===== config.mk =====
export PLATFORM = sky130hd
export DESIGN_NAME = inst_cache_flat
export DESIGN_NICKNAME = d
export VERILOG_FILES = /design/src/rtl/inst_cache_if.sv /design/src/rtl/inst_cache.sv /design/src/flat_wrapper.sv
export SDC_FILE = /design/constraint.sdc
export NUM_CORES = 1
export LEC_CHECK = 0
export BUFFER_PORTS_ARGS = -buffer_cell sky130_fd_sc_hd__buf_2
export CORE_ASPECT_RATIO = 0.8
export CORE_MARGIN = 2
export CORE_UTILIZATION = 35
export CTS_CLUSTER_DIAMETER = 60
export DETAILED_ROUTE_END_ITERATION = 7
export GPL_TIMING_DRIVEN = 0
export PLACE_DENSITY = 0.5
export SYNTH_ARGS = -nofsm -noshare
export SYNTH_HDL_FRONTEND = slang
export SYNTH_SLANG_ARGS = --single-unit

===== constraint.sdc =====
create_clock -name i_clk -period 12.4 [get_ports i_clk]
set_input_delay 3.1 -clock i_clk [delete_from_list [all_inputs] [get_ports i_clk]]
set_output_delay 3.1 -clock i_clk [all_outputs]
set_load 0.005 [all_outputs]

===== src/rtl/inst_cache_if.sv =====
// Fetch and refill bus between the CPU, the instruction cache and instruction memory.
// Purely structural: no storage, no added latency.
// The cache (slave) stalls the CPU through busywait; memory stalls the cache through mem_busywait.
interface inst_cache_if #(
   parameter int INDEX_BITS = 3,
   parameter int TAG_BITS   = 3
);
   logic [31:0]                    pc;
   logic [31:0]                    instruction;
   logic                           busywait;
   logic                           mem_read;
   logic [TAG_BITS+INDEX_BITS-1:0] mem_address;
   logic [127:0]                   mem_readdata;
   logic                           mem_busywait;

   // CPU fetch port plus instruction memory, as seen from outside the cache
   modport master (
      output pc,
      input  instruction,
      input  busywait,
      input  mem_read,
      input  mem_address,
      output mem_readdata,
      output mem_busywait
   );

   // The cache: responder on the fetch port, requester on the refill port
   modport slave (
      input  pc,
      output instruction,
      output busywait,
      input  mem_readdata,
      input  mem_busywait,
      output mem_read,
      output mem_address
   );
endinterface


===== src/rtl/inst_cache.sv =====
// Direct-mapped instruction cache, 16-byte blocks, refilled from instruction memory; optional ICACHE_STATS_EN adds hit/miss counters.
// Latency: hit 0 cycles; miss 1 detect + k memory cycles + 1 update before the word is served.
// Backpressure: busywait stalls the CPU on a miss; mem_busywait holds the cache in MEM_READ.
module inst_cache #(
   parameter int INDEX_BITS = 3,
   parameter int TAG_BITS   = 3
) (
   input  logic          i_clk,
   input  logic          i_reset,
   inst_cache_if.slave   if_bus
`ifdef ICACHE_STATS_EN
   ,
   output logic [15:0]   o_hit_count,
   output logic [15:0]   o_miss_count
`endif
);
   localparam int NUM_BLOCKS = 1 << INDEX_BITS;
   localparam int AW         = TAG_BITS + INDEX_BITS;
   localparam int TAG_LSB    = INDEX_BITS + 4;
   localparam int TAG_MSB    = TAG_BITS + INDEX_BITS + 3;

   typedef enum logic [1:0] {
      S_IDLE     = 2'd0,
      S_MEM_READ = 2'd1,
      S_UPDATE   = 2'd2
   } state_t;

   state_t                r_state;
   state_t                w_next_state;
   logic [NUM_BLOCKS-1:0] r_valid;
   logic [TAG_BITS-1:0]   r_tag  [NUM_BLOCKS];
   logic [127:0]          r_data [NUM_BLOCKS];
   logic [AW-1:0]         r_miss_addr;
   logic [127:0]          r_block;

   logic [1:0]            w_offset;
   logic [INDEX_BITS-1:0] w_index;
   logic [TAG_BITS-1:0]   w_tag;
   logic                  w_hit;
   logic [127:0]          w_line;
   logic [31:0]           w_word;
   logic [INDEX_BITS-1:0] w_miss_index;
   logic [TAG_BITS-1:0]   w_miss_tag;

   // Byte offset and the address bits above the tag never influence the lookup
   logic w_unused_pc_bits;
   assign w_unused_pc_bits = ^{if_bus.pc[1:0], if_bus.pc[31:TAG_MSB+1]};

   assign w_offset     = if_bus.pc[3:2];
   assign w_index      = if_bus.pc[INDEX_BITS+3:4];
   assign w_tag        = if_bus.pc[TAG_MSB:TAG_LSB];
   assign w_hit        = r_valid[w_index] && (r_tag[w_index] == w_tag);
   assign w_line       = r_data[w_index];
   assign w_miss_index = r_miss_addr[INDEX_BITS-1:0];
   assign w_miss_tag   = r_miss_addr[AW-1:INDEX_BITS];

   // Select the requested word out of the indexed block
   always_comb begin
      w_word = w_line[31:0];
      case (w_offset)
         2'd1:    w_word = w_line[63:32];
         2'd2:    w_word = w_line[95:64];
         2'd3:    w_word = w_line[127:96];
         default: w_word = w_line[31:0];
      endcase
   end

   // State register; reset abandons any refill in flight
   always_ff @(posedge i_clk) begin
      if (i_reset) r_state <= S_IDLE;
      else         r_state <= w_next_state;
   end

   // Next-state: miss starts a refill, memory release ends it, update returns to lookup
   always_comb begin
      w_next_state = r_state;
      case (r_state)
         S_IDLE:     if (!w_hit) w_next_state = S_MEM_READ;
         S_MEM_READ: if (!if_bus.mem_busywait) w_next_state = S_UPDATE;
         S_UPDATE:   w_next_state = S_IDLE;
         default:    w_next_state = S_IDLE;
      endcase
   end

   // Fetch-port and refill-port outputs; everything is held quiet during reset
   always_comb begin
      if_bus.busywait    = 1'b0;
      if_bus.instruction = 32'h0;
      if_bus.mem_read    = 1'b0;
      if_bus.mem_address = '0;
      if (!i_reset) begin
         if_bus.busywait    = (r_state != S_IDLE) || !w_hit;
         if_bus.mem_read    = (r_state == S_MEM_READ);
         if_bus.mem_address = r_miss_addr;
         if ((r_state == S_IDLE) && w_hit) if_bus.instruction = w_word;
      end
   end

   // Latch the missing block address so the refill ignores later PC activity
   always_ff @(posedge i_clk) begin
      if (i_reset)                          r_miss_addr <= '0;
      else if ((r_state == S_IDLE) && !w_hit) r_miss_addr <= {w_tag, w_index};
   end

   // Capture the refill block in the cycle memory releases busywait
   always_ff @(posedge i_clk) begin
      if ((r_state == S_MEM_READ) && !if_bus.mem_busywait) r_block <= if_bus.mem_readdata;
   end

   // Valid and tag are only committed in UPDATE, so an aborted refill leaves no trace
   always_ff @(posedge i_clk) begin
      if (i_reset) begin
         r_valid <= '0;
      end else if (r_state == S_UPDATE) begin
         r_valid[w_miss_index] <= 1'b1;
         r_tag[w_miss_index]   <= w_miss_tag;
      end
   end

   // Block data array; contents are meaningless until the matching valid bit is set
   always_ff @(posedge i_clk) begin
      if (!i_reset && (r_state == S_UPDATE)) r_data[w_miss_index] <= r_block;
   end

`ifdef ICACHE_STATS_EN
   logic [15:0] r_hit_count;
   logic [15:0] r_miss_count;

   // Saturating counters of served hits and started refills
   always_ff @(posedge i_clk) begin
      if (i_reset) begin
         r_hit_count  <= 16'h0;
         r_miss_count <= 16'h0;
      end else if (r_state == S_IDLE) begin
         if (w_hit && (r_hit_count != 16'hFFFF))    r_hit_count  <= r_hit_count + 16'h1;
         if (!w_hit && (r_miss_count != 16'hFFFF))  r_miss_count <= r_miss_count + 16'h1;
      end
   end

   assign o_hit_count  = r_hit_count;
   assign o_miss_count = r_miss_count;
`endif
endmodule


===== src/flat_wrapper.sv =====
// flat-port wrapper written by rule: the top's interface ports become plain ports
module inst_cache_flat 
#(
   parameter int INDEX_BITS = 3,
   parameter int TAG_BITS   = 3
)
  (i_clk, i_reset, if_bus_pc, if_bus_instruction, if_bus_busywait, if_bus_mem_readdata, if_bus_mem_busywait, if_bus_mem_read, if_bus_mem_address);
  inst_cache_if #(.INDEX_BITS(INDEX_BITS), .TAG_BITS(TAG_BITS)) if_bus_i ();
  input  logic i_clk;
  input  logic i_reset;
  input wire logic [$bits(if_bus_i.pc)-1:0] if_bus_pc;
  output wire logic [$bits(if_bus_i.instruction)-1:0] if_bus_instruction;
  output wire logic [$bits(if_bus_i.busywait)-1:0] if_bus_busywait;
  input wire logic [$bits(if_bus_i.mem_readdata)-1:0] if_bus_mem_readdata;
  input wire logic [$bits(if_bus_i.mem_busywait)-1:0] if_bus_mem_busywait;
  output wire logic [$bits(if_bus_i.mem_read)-1:0] if_bus_mem_read;
  output wire logic [$bits(if_bus_i.mem_address)-1:0] if_bus_mem_address;
  assign if_bus_i.pc = if_bus_pc;
  assign if_bus_instruction = if_bus_i.instruction;
  assign if_bus_busywait = if_bus_i.busywait;
  assign if_bus_i.mem_readdata = if_bus_mem_readdata;
  assign if_bus_i.mem_busywait = if_bus_mem_busywait;
  assign if_bus_mem_read = if_bus_i.mem_read;
  assign if_bus_mem_address = if_bus_i.mem_address;
  inst_cache #(.INDEX_BITS(INDEX_BITS), .TAG_BITS(TAG_BITS)) u_core (.i_clk(i_clk), .i_reset(i_reset), .if_bus(if_bus_i));
endmodule

==> impl_metrics.env <==
export IMPL_worstPathCellList="buf_2, clkbuf_1, buf_1, mux2i_1, a22oi_1, nand2_1, nor3_1, buf_2"
export IMPL_reg2reg_depth=7
export IMPL_clk_pin_slew_ps=60
export IMPL_clock_sinks=1192
export IMPL_grt_max_degree=25
export IMPL_drive_gt1_frac=0.312
export IMPL_core_sq_um=127000
export IMPL_wl_per_cell_microns=27.5
export IMPL_cts_buffers=130
export IMPL_tns_ps=0
export IMPL_startpoint="if_bus_pc[6]"
export IMPL_yosys_warnings=0
export IMPL_worst_pin_slew_ps=1270
export IMPL_skew_ps=24.1
export IMPL_ant_nets=0
export IMPL_grt_overflow=0
export IMPL_die_w_microns=403
export IMPL_crit_buf_inv=4
export IMPL_slew_headroom=0.153
export IMPL_row_count=117
export IMPL_dp_hpwl_mm=73.1
export IMPL_postSynthCellCount=1879
export IMPL_final_period_utilization=0.854
export IMPL_syn_area_per_cell_sq_um=23.7
export IMPL_max_freq_mhz=94.4
export IMPL_post_cts_resized=0
export IMPL_gp_congestion=0.759
export IMPL_start_kind="input pin"
export IMPL_cp_top_family="buffers and inverters"
export IMPL_drt_iter0_drc=2075
export IMPL_end_kind="output pin"
export IMPL_synth_seq_cells=1192
export IMPL_post_place_ws_ps=1880
export IMPL_maxCapViolations=0
export IMPL_cp_max_fo=10
export IMPL_p_leak_nw=17.2
export IMPL_rr_endpoint="u_core.r_data[6][107]"
export IMPL_power_density_cell_area_nw_per_um2=161
export IMPL_period_needed_ps=10600
export IMPL_cts_tree="built"
export IMPL_crit_end="if_bus_instruction[1]"
export IMPL_slowest_stage="clkbuf_1"
export IMPL_hp_class="reg -> reg"
export IMPL_pin_count=203
export IMPL_root_buffer="clkbuf_16"
export IMPL_max_clock_path_buffers=3
export IMPL_crit_top_cell="buf_2"
export IMPL_fin_nets=2414
export IMPL_firstDrtPassIters=5
export IMPL_grt_pass1_wl_mm=156
export IMPL_vias_per_cell=5.09
export IMPL_insertion_delay_ps=740
export IMPL_drc_errors=0
export IMPL_seq_area_sq_um=35600
export IMPL_ff2ff_setup_slack_ps=9590
export IMPL_grt_pass1_vias=21200
export IMPL_syn_area_sq_um=44600
export IMPL_status="completed"
export IMPL_ctsHoldBuffers=0
export IMPL_nFillCells=11000
export IMPL_cpPeakStageDelay_ps=980
export IMPL_htreeDepth=4
export IMPL_initial_utilization=0.352
export IMPL_crit_required_ps=9300
export IMPL_cts_setup_buffers=0
export IMPL_setup_ws_ps=1800
export IMPL_seq_area_frac_synth=0.799
export IMPL_drv_slew=0
export IMPL_area_growth_synth_to_final_pct=18.9
export IMPL_whs_ps=451
export IMPL_rsz0062_at_grt="false"
export IMPL_syn_num_nets=2042
export IMPL_dieHeight_microns=323
export IMPL_port_buffers=175
export IMPL_synthDistinctLibCells=28
export IMPL_path_depth=8
export IMPL_arrival_ps=7500
export IMPL_dieArea_sq_um=130000
export IMPL_drt_wl_total_mm=111
export IMPL_setup_viol=0
export IMPL_timing_final_hold_violations=0
export IMPL_ir_worst_vdd_v=0.000127
export IMPL_rr_startpoint="u_core.r_state[0]"
export IMPL_multi_input_area_sq_um=8540
export IMPL_crit_type="in -> out"
export IMPL_antenna_found_initial=5
export IMPL_grtUsageTotal=0.171
export IMPL_via_count=20500
==> metal layers <==
metal  vias to the layer above  track usage  share of wire
met2                       576        0.269           0.47
met5                         -            0        0.00011
met4                         2       0.0427          0.018
met1                     11000        0.238           0.45
li1                       8766            -              -
met3                       139       0.0434          0.063
==> state kept, by name, summed over array words and instances, names as in the netlist <==
name,count
u_core.r_data,1024
u_core.r_block,128
u_core.r_tag,24
u_core.r_valid,8
u_core.r_miss_addr,6
u_core.r_state,2
==> cell usage in the layout (no fill, tap or decap), types with 3 or more instances in the layout <==
cell       netlist  layout
clkbuf_1        46      78
nor2_4           0       7
buf_1           12      12
clkinv_8         0       5
buf_12           0      41
nand2b_1         4       4
nor2_1          10       3
clkinv_1         1      27
nor2b_1         14      14
bufinv_16        0       5
buf_16           0      19
a21o_1           8       8
mux4_2         261     261
a22oi_1         64      64
mux2_2           7       7
nor3_1          35      33
nand2_1         34      34
edfxtp_1      1176    1176
clkinv_2         0      20
dfxtp_1         16      16
buf_2           13     188
inv_6            0       8
buf_4           24      24
clkbuf_16        0     132
mux2i_1        140     140
buf_8            0       5
==> metrics by stage <==
stage	utilization	total power, mW	instance area [sq um]	cells
after floorplan	-	4.82	44600	1879
after global placement	0.375	4.99	47600	3720
after detailed placement	0.387	4.99	49000	3785
after CTS	0.418	8.63	53000	4017
after global routing	0.418	8.82	53000	4017
final	0.418	8.52	53000	4019
==> cells in the mapped netlist, drive strengths merged <==
| cell type | count | share of area |
|---|---|---|
| nand4 | 1 | 0.00014 |
| or3 | 2 | 0.00028 |
| inv | 1 | 0.000084 |
| mux2i | 140 | 0.031 |
| o21a | 1 | 0.00017 |
| xor2 | 3 | 0.00076 |
| buf | 51 | 0.0070 |
| and2 | 1 | 0.00014 |
| a22oi | 64 | 0.011 |
| clkbuf | 46 | 0.0039 |
| dfxtp | 16 | 0.0072 |
| or2 | 1 | 0.00014 |
| mux4 | 261 | 0.13 |
| a22o | 1 | 0.00020 |
| nor2 | 10 | 0.00084 |
| a21o | 8 | 0.0013 |
| nor2b | 14 | 0.0020 |
| nand2 | 34 | 0.0029 |
| edfxtp | 1176 | 0.79 |
| nand2b | 4 | 0.00056 |
| mux2 | 7 | 0.0018 |
| nor3 | 35 | 0.0039 |
| a41oi | 1 | 0.00062 |
| clkinv | 1 | 0.000084 |
==> worst register-to-register path, delay by kind of cell (launching register included) <==
kind / cells / cell delay (ps)
buffers and inverters: 4 / 900
DFF: 1 / 330
and+or+nand+nor: 3 / 1240
==> worst min-delay path by stage <==
stage	depth (start not counted)	slack [ps]	from	to
global route	1	460	u_core.r_valid[2]	u_core.r_valid[2]
finish	1	450	u_core.r_valid[3]	u_core.r_valid[3]
global placement	1	430	u_core.r_valid[6]	u_core.r_valid[6]
floorplan	1	420	u_core.r_valid[2]	u_core.r_valid[2]
detailed placement	1	440	u_core.r_valid[3]	u_core.r_valid[3]
CTS	1	450	u_core.r_valid[3]	u_core.r_valid[3]
==> report_power, final <==
part	switching (mW)	leakage [nW]	internal, mW
registers	0.0545	10.7	4.48
clock network	1.55	1.95	2.07
logic	0.213	4.56	0.154
==> logic make-up (layout without fill, tap and decap cells) <==
group / after synthesis / count (layout) / synth area share
multiplexers: 408 / 408 / 0.165
other: 0 / 2 / 0
XOR/XNOR: 3 / 3 / 0.000758
buffers and inverters: 99 / 571 / 0.0111
AO/OA/AOI/OAI: 75 / 75 / 0.0131
flip-flops: 1192 / 1192 / 0.799
AND/OR/NAND/NOR: 102 / 102 / 0.0109
==> area by class of cell <==
class                   instances  share of cell area
clock inverters                68              0.0104
clock buffers                 164              0.0646
well taps                    1666              0.0393
diodes                          2           0.0000944
plain buffers                  97             0.00916
repair buffers                240              0.0433
multi-input cells             588               0.161
inverters                       2            0.000142
flip-flops and latches       1192               0.672
Power figures use the tool's default switching activity.
